File: src/rtl/dm_cache_ctrl.sv
// Direct-mapped, write-through, no-write-allocate cache controller with word-by-word refill.
// Optional hit/miss statistics counters are built when CACHE_STATS_EN is defined.
module dm_cache_ctrl #(
   parameter int ADDR_W  = 12,
   parameter int INDEX_W = 4,
   parameter int OFF_W   = 2,
   parameter int DATA_W  = 32
) (
   input  logic              clk_i,
   input  logic              rst_i,
   input  logic              cpu_req_i,
   input  logic              cpu_we_i,
   input  logic [ADDR_W-1:0] cpu_addr_i,
   input  logic [DATA_W-1:0] cpu_wdata_i,
   output logic [DATA_W-1:0] cpu_rdata_o,
   output logic              cpu_ready_o,
   output logic              mem_req_o,
   output logic              mem_we_o,
   output logic [ADDR_W-1:0] mem_addr_o,
   output logic [DATA_W-1:0] mem_wdata_o,
   input  logic [DATA_W-1:0] mem_rdata_i,
   input  logic              mem_ack_i
`ifdef CACHE_STATS_EN
   ,
   output logic [15:0]       hit_cnt_o,
   output logic [15:0]       miss_cnt_o
`endif
);

   localparam int TAG_W = ADDR_W - INDEX_W - OFF_W;
   localparam int LINES = 1 << INDEX_W;
   localparam int WORDS = 1 << OFF_W;

   typedef enum logic [1:0] {LOOKUP, REFILL, WRITE} state_t;

   state_t               state_q, state_d;
   logic [OFF_W-1:0]     cnt_q, cnt_d;
   logic [LINES-1:0]     valid_q;
   logic [TAG_W-1:0]     tag_mem_q  [LINES];
   logic [DATA_W-1:0]    data_mem_q [LINES*WORDS];
   logic [TAG_W-1:0]     rtag_q;
   logic [INDEX_W-1:0]   ridx_q;

   logic [TAG_W-1:0]     cpu_tag;
   logic [INDEX_W-1:0]   cpu_idx;
   logic [OFF_W-1:0]     cpu_off;
   logic                 hit;
   logic                 load_hit;
   logic                 refill_start;
   logic                 refill_wr;
   logic                 refill_done;
   logic                 store_wr;

   assign cpu_tag = cpu_addr_i[ADDR_W-1:INDEX_W+OFF_W];
   assign cpu_idx = cpu_addr_i[INDEX_W+OFF_W-1:OFF_W];
   assign cpu_off = cpu_addr_i[OFF_W-1:0];
   assign hit     = valid_q[cpu_idx] && (tag_mem_q[cpu_idx] == cpu_tag);

   always_comb begin
      state_d      = state_q;
      cnt_d        = cnt_q;
      cpu_ready_o  = 1'b0;
      cpu_rdata_o  = '0;
      mem_req_o    = 1'b0;
      mem_we_o     = 1'b0;
      mem_addr_o   = '0;
      mem_wdata_o  = '0;
      load_hit     = 1'b0;
      refill_start = 1'b0;
      refill_wr    = 1'b0;
      refill_done  = 1'b0;
      store_wr     = 1'b0;
      case (state_q)
         LOOKUP: begin
            if (cpu_req_i) begin
               if (cpu_we_i) begin
                  state_d = WRITE;
               end else if (hit) begin
                  load_hit    = 1'b1;
                  cpu_ready_o = 1'b1;
                  cpu_rdata_o = data_mem_q[{cpu_idx, cpu_off}];
               end else begin
                  refill_start = 1'b1;
                  cnt_d        = '0;
                  state_d      = REFILL;
               end
            end
         end
         // Refill address comes from the tag/index latched at miss entry, so a CPU
         // that drops its request mid-refill cannot redirect the remaining words.
         REFILL: begin
            mem_req_o  = 1'b1;
            mem_addr_o = {rtag_q, ridx_q, cnt_q};
            if (mem_ack_i) begin
               refill_wr = 1'b1;
               cnt_d     = cnt_q + 1'b1;
               if (cnt_q == {OFF_W{1'b1}}) begin
                  refill_done = 1'b1;
                  state_d     = LOOKUP;
               end
            end
         end
         WRITE: begin
            mem_req_o   = 1'b1;
            mem_we_o    = 1'b1;
            mem_addr_o  = cpu_addr_i;
            mem_wdata_o = cpu_wdata_i;
            if (mem_ack_i) begin
               cpu_ready_o = 1'b1;
               store_wr    = hit;
               state_d     = LOOKUP;
            end
         end
         default: state_d = LOOKUP;
      endcase
   end

   always_ff @(posedge clk_i) begin
      if (rst_i) begin
         state_q <= LOOKUP;
         cnt_q   <= '0;
         valid_q <= '0;
      end else begin
         state_q <= state_d;
         cnt_q   <= cnt_d;
         if (refill_start) begin
            valid_q[cpu_idx] <= 1'b0;
            rtag_q           <= cpu_tag;
            ridx_q           <= cpu_idx;
         end
         if (refill_done) begin
            valid_q[ridx_q]   <= 1'b1;
            tag_mem_q[ridx_q] <= rtag_q;
         end
      end
   end

   always_ff @(posedge clk_i) begin
      if (!rst_i) begin
         if (refill_wr) begin
            data_mem_q[{ridx_q, cnt_q}] <= mem_rdata_i;
         end else if (store_wr) begin
            data_mem_q[{cpu_idx, cpu_off}] <= cpu_wdata_i;
         end
      end
   end

`ifdef CACHE_STATS_EN
   logic [15:0] hit_cnt_q, miss_cnt_q;

   always_ff @(posedge clk_i) begin
      if (rst_i) begin
         hit_cnt_q  <= '0;
         miss_cnt_q <= '0;
      end else begin
         if (load_hit && (hit_cnt_q != 16'hFFFF))
            hit_cnt_q <= hit_cnt_q + 16'd1;
         if (refill_start && (miss_cnt_q != 16'hFFFF))
            miss_cnt_q <= miss_cnt_q + 16'd1;
      end
   end

   assign hit_cnt_o  = hit_cnt_q;
   assign miss_cnt_o = miss_cnt_q;
`endif

endmodule
File: config.mk
export PLATFORM = sky130hd
export DESIGN_NAME = dm_cache_ctrl
export DESIGN_NICKNAME = d
export VERILOG_FILES = /design/src/rtl/dm_cache_ctrl.sv
export SDC_FILE = /design/constraint.sdc
export NUM_CORES = 2
export LEC_CHECK = 0
export CORE_UTILIZATION = 60
export DETAILED_ROUTE_END_ITERATION = 16
export PLACE_DENSITY_LB_ADDON = 0.15
export SETUP_SLACK_MARGIN = 0.15
export SLEW_MARGIN = 10
export SYNTH_ARGS = -nofsm -noshare
export SYNTH_HDL_FRONTEND = slang
export SYNTH_SLANG_ARGS = --single-unit
File: constraint.sdc
create_clock -name clk_i -period 7.55 [get_ports clk_i]
set_input_delay 0.755 -clock clk_i [delete_from_list [all_inputs] [get_ports clk_i]]
set_output_delay 0.755 -clock clk_i [all_outputs]
set_load 0.01 [all_outputs]
# After elaboration in Yosys (flattened, before gate mapping)

Memories as Yosys holds them, arrays and structs flattened.
Cells that the tools add are included.
Widths: inputs -> output; s select.

Input port bits: 81
Word-level logic and storage cells: 94
Output and inout bits: 79
Register bits after elaboration: 30
RAM bits: 2144
Memories kept: 2

Memories:

| name       | words | bits a word | rd ports | clocked after memory_dff | wr ports | RTL line | source |
|---|---|---|---|---|---|---|---|
| data_mem_q | 64    | 32          | 1        | 0                        | 1        | 40       | `logic [DATA_W-1:0] data_mem_q [LINES*WORDS];` |
| tag_mem_q  | 16    | 6           | 1        | 0                        | 1        | 39       | `logic [TAG_W-1:0] tag_mem_q [LINES];` |

Equality and inequality tests: 11
Magnitude comparators: 4
Muxes and demuxes: 57
Bitwise gates (word level): 4
Add/subtract/negate cells: 1
Reduce and logical (&&, ||, !) cells: 10

Operators with widths:

| operator            | count |
|---|---|
| $mux 32             | 6 |
| $mux 16             | 3 |
| $reduce_or 32->1    | 1 |
| $mux 1              | 30 |
| $pmux 12 s2         | 1 |
| $mux 2              | 10 |
| $and 16x16->16      | 1 |
| $not 16->16         | 1 |
| $or 16x16->16       | 1 |
| $ne 2x2->1 const B  | 6 |
| $lt 4x5->1 const B  | 2 |
| $reduce_and 5->1    | 2 |
| $demux 1 s4         | 2 |
| $ge 4x1->1 const B  | 2 |
| $eq 6x6->1          | 1 |
| $mux 6              | 1 |
| $pmux 2 s3          | 1 |
| $bmux 1 s4          | 1 |
| $eq 2x2->1 const B  | 2 |
| $pmux 2 s2          | 1 |
| $logic_and 1x1->1   | 3 |
| $ne 3x3->1 const B  | 1 |
| $add 2x1->2 const B | 1 |
| $eq 2x1->1 const B  | 1 |
| other kinds (6)     | 6 |

# Longest topological paths before layout

Depth in word-level cells: 11
Mapped depth: 14
Mapped depth without buffers: 9

# Worst setup path before layout

Ideal clock, no wire load.

Path kind: input-to-reg
Start point: input port cpu_addr_i[2]
End point: memory data_mem_q[16][0] (enable)
Stages on the path: 11
Data required time: 7.078 ns
Slack: 1.499 ns
Arrival time: 5.579 ns
Setup time: 0.472 ns
Path buffers: 4
Path through: buf_6 -> buf_6 -> inv_2 -> mux4_2 -> o21ai_0 -> o211ai_1 -> o31ai_4 -> nand4_1 -> buf_2 -> buf_2 -> o32ai_1

Longest elaborated chain between the ends: 11
Elaborated cells between the ends (all ways): 14
Those cells by class: eq/ne (1); mux (10); reduce/logical (2); memory (1)

Ends and longest elaborated chain:

| item                                              | RTL line | source |
|---|---|---|
| start: declaration                                | 13       | `input logic [ADDR_W-1:0] cpu_addr_i,` |
| $mem_v2 16x6 / $bmux 1 s4 (equally long branches) | -        |  |
| $eq 6x6->1 / $mux 1 (equally long branches)       | 57       | `assign hit = valid_q[cpu_idx] && (tag_mem_q[cpu_idx] == cpu_tag);` |
| $logic_and 1x1->1                                 | 57       |  |
| $mux 1                                            | 108      | `if (mem_ack_i) begin` |
| $mux 1                                            | 73       | `case (state_q)` |
| $mux 1                                            | 142      | `end else if (store_wr) begin` |
| $mux 1                                            | 140      | `if (refill_wr) begin` |
| $mux 1                                            | 139      | `if (!rst_i) begin` |
| $mux 1 (not written as such)                      | 143      | `data_mem_q[{cpu_idx, cpu_off}] <= cpu_wdata_i;` |
| $reduce_or 32->1 (no line)                        | -        |  |
| $mux 6 (no line) / $mux 1 (equally long branches) | -        |  |
| end: declaration                                  | 40       |  |

Several ways; a longest one is shown, not always the timed one. The select of a mux whose other input is x is not followed.

# Worst setup path after layout

Start point: input port cpu_addr_i[2]
End point: output port cpu_rdata_o[12]

Longest elaborated chain between the ends: 7
Elaborated cells between the ends (all ways): 10
Those cells by class: eq/ne (1); mux (6); reduce/logical (1); memory (2)

Ends and longest elaborated chain:

| item                                              | RTL line | source |
|---|---|---|
| $mem_v2 16x6 / $bmux 1 s4 (equally long branches) | -        |  |
| $eq 6x6->1 / $mux 1 (equally long branches)       | 57       |  |
| $logic_and 1x1->1                                 | 57       |  |
| $mux 32 *                                         | 78       | `end else if (hit) begin` |
| $mux 32 *                                         | 76       | `if (cpu_we_i) begin` |
| $mux 32 *                                         | 75       | `if (cpu_req_i) begin` |
| $mux 32 *                                         | 73       |  |
| end: declaration                                  | 15       | `output logic [DATA_W-1:0] cpu_rdata_o,` |

Mark *: on every way between the ends. The rest lies on a longest branch, timed or not. The select of a mux whose other input is x is not followed.

==> flow_metrics.env <==
export IMPL_status="completed"
export IMPL_clk_latency_ns=0.87
export IMPL_peakVddDrop_mv=0.241
export IMPL_period_needed_ns=6.66
export IMPL_routedWlPerCell_um=39.8
export IMPL_power_density_nw_per_um2=258
export IMPL_synth_edf_count=2154
export IMPL_yosysSeqAreaShare_pct=77.3
export IMPL_grt_pass1_wl_um=339000
export IMPL_yosys_top_cells_area="edfxtp_1 77%, mux4_2 15%, o22ai_1 1.0%"
export IMPL_synth_warnings=0
export IMPL_path_delay_family="compound AO/OA/AOI/OAI gates"
export IMPL_fmax_mhz=150
export IMPL_cts_htree_levels=4
export IMPL_cp_required_ns=6.80
export IMPL_cts_root_buf="clkbuf_16"
export IMPL_grt_usage_pct=35.2
export IMPL_area_growth_pct=15.3
export IMPL_worstHoldStart="valid_q[4]$_SDFF_PP0_"
export IMPL_start_kind="input port"
export IMPL_route_detailed_drc=0
export IMPL_clock_skew_ns=0.0390
export IMPL_cts_buffers_inserted=205
export IMPL_num_vias=44270
export IMPL_netlist_area_leader_share_pct=76.8
export IMPL_worst_pin_slew_ns=1.29
export IMPL_fp_dieH_um=377
export IMPL_power_leakage_nw=29.8
export IMPL_synthCells=3771
export IMPL_ctsHoldBuffers=0
export IMPL_grt_remaining_overflow=0
export IMPL_io_buffers=159
export IMPL_final_antenna_net_count=0
export IMPL_fin_ws_ns=0.885
export IMPL_routed_wl_um=245000
export IMPL_cp_slowest_cell="or4_4"
export IMPL_syn_nets=3856
export IMPL_crit_path_end_kind="output port"
export IMPL_grt_pass1_vias=42772
export IMPL_die_w_um=377
export IMPL_die_area_sq_um=142000
export IMPL_setup_viol=0
export IMPL_core_area_sq_um=139000
export IMPL_antenna_found_initial=9
export IMPL_final_max_slew_viol_count=0
export IMPL_rsz0062_at_grt="no"
export IMPL_ctsResizeCount=0
export IMPL_yosysMostFrequentCell="edfxtp_1"
export IMPL_worstPathArrival_ns=5.91
export IMPL_rrSetupSlack_ns=2.62
export IMPL_hold_path_class="flip-flop to flip-flop"
export IMPL_yosys_area_top_type="edfxtp_1"
export IMPL_drt_iter0_drc=7258
export IMPL_final_setup_tns_ns=0
export IMPL_max_slew_margin_pct=14.2
export IMPL_critPathMaxFanout=40
export IMPL_slowest_delay_ns=1.00
export IMPL_drt_pass1_iter_count=6
export IMPL_initial_core_util_pct=60.4
export IMPL_ys_async_sr_fraction_pct=0
export IMPL_final_nets=4201
export IMPL_synth_ff_latch_count=2174
export IMPL_rr_startpoint="state_q[1]$_SDFFE_PP0P_"
export IMPL_syn_area_per_cell_sq_um=22.3
export IMPL_dp_hpwl_um=145000
export IMPL_clock_sinks=2174
export IMPL_cts_buffer_depth=3
export IMPL_cp_num_buf_inv=3
export IMPL_utilization_pct=69.6
export IMPL_place_congestion=0.921
export IMPL_num_io_pins=160
export IMPL_netlist_area_sq_um=84200
export IMPL_synth_commonest_cells="2,154 x edfxtp_1, 564 x mux4_2, 139 x o22ai_1, 116 x clkbuf_1, 100 x nor2_1"
export IMPL_num_rows=137
export IMPL_synth_cell_types=59
export IMPL_cts_tree="yes"
export IMPL_postCtsSetupBuffers=0
export IMPL_post_place_ws_ns=0.989
export IMPL_grt_start_max_net_pins=108
export IMPL_crit_type="input port to output port"
export IMPL_timing_final_crit_share_pct=88.3
export IMPL_clkTransAtPathRegs_ns=0.06
export IMPL_drive_gt1_share_pct=28.0
export IMPL_synth_main_ff_cell="edfxtp_1"
export IMPL_hold_viol_final=0
export IMPL_setup_worst_path_start="cpu_addr_i[2]"
export IMPL_max_cap_viol_count=0
export IMPL_routed_via_density=7.18
export IMPL_crit_chain="buf_4 > inv_6 > mux4_2 > o21ai_0 > o211ai_1 > o31a_1 > or4_4 > a2111oi_2 > clkdlybuf4s50_1"
registers in the layout, indices dropped and copies added, names as in the netlist:
| signal | flops |
|---|---|
| ridx_q | 4 |
| data_mem_q | 2048 |
| valid_q | 16 |
| state_q | 2 |
| rtag_q | 6 |
| cnt_q | 2 |
| tag_mem_q | 96 |
metrics by stage:
| stage | total power, mW | std cells | hold slack (ns) | area (sq um) |
|---|---|---|---|---|
| detailed placement | 15.0 | 5783 | 0.468 | 90300 |
| floorplan | 14.4 | 3771 | 0.452 | 84200 |
| global route | 25.5 | 6162 | 0.496 | 97000 |
| finish | 25.0 | 6166 | 0.479 | 97000 |
| CTS | 25.0 | 6160 | 0.478 | 96900 |
| global placement | 15.0 | 5783 | 0.463 | 90300 |
worst paths after layout:
check / to / cells after the start
setup / recovery: cpu_rdata_o[12] / 9
hold reg to reg: valid_q[4]$_SDFF_PP0_ / 2
hold / removal: valid_q[4]$_SDFF_PP0_ / 2
setup reg to reg: data_mem_q[44][27]$_DFFE_PP_ / 8
report_power, final:
part	switching [mW]	internal, mW
clock network	4.49	5.74
logic	0.902	0.544
registers	0.0238	13.3
layout by cell type (no fill, tap or decap), types with 31 or more instances in the layout:
cell,n
clkbuf_1,38
clkinv_2,39
clkdlybuf4s50_1,153
mux2i_1,45
edfxtp_1,2154
nand2_1,80
mux2_2,31
mux4_2,564
buf_12,32
o22ai_1,139
o32ai_4,64
and2_1,38
clkbuf_16,206
nor2_1,99
buf_4,171
clkinv_1,51
cells by family after synthesis:
family / synth area share [%]
mux: 16.1
fa+ha+maj: 0.0595
xor+xnor: 0.0624
buf+inv: 1.26
compound gates: 3.24
simple gates: 1.95
flops: 77.3
layout make-up:
cell class	instances	area [sq um]
diodes	4	10.0
clock buffers	244	5300
clock inverters	133	1350
fillers	8223	42300
inverters	24	95.1
multi-input cells	1349	19300
flip-flops and latches	2174	65100
well taps	1876	2350
repair buffers	362	3530
tightest hold or removal path: stages, from the launching register on:
cell,delay (ns)
dfxtp_1,0.31
inv_1,0.04
o32ai_1,0.07
layer usage:
metal,wire length (um),track usage [%],vias to the layer above
met5,225,0.789,-
met4,12400,15.6,13
met3,34100,11.0,592
met2,112000,52.2,3535
met1,86300,48.9,23207
li1,-,-,16923
(Power assumes the default switching activity.)
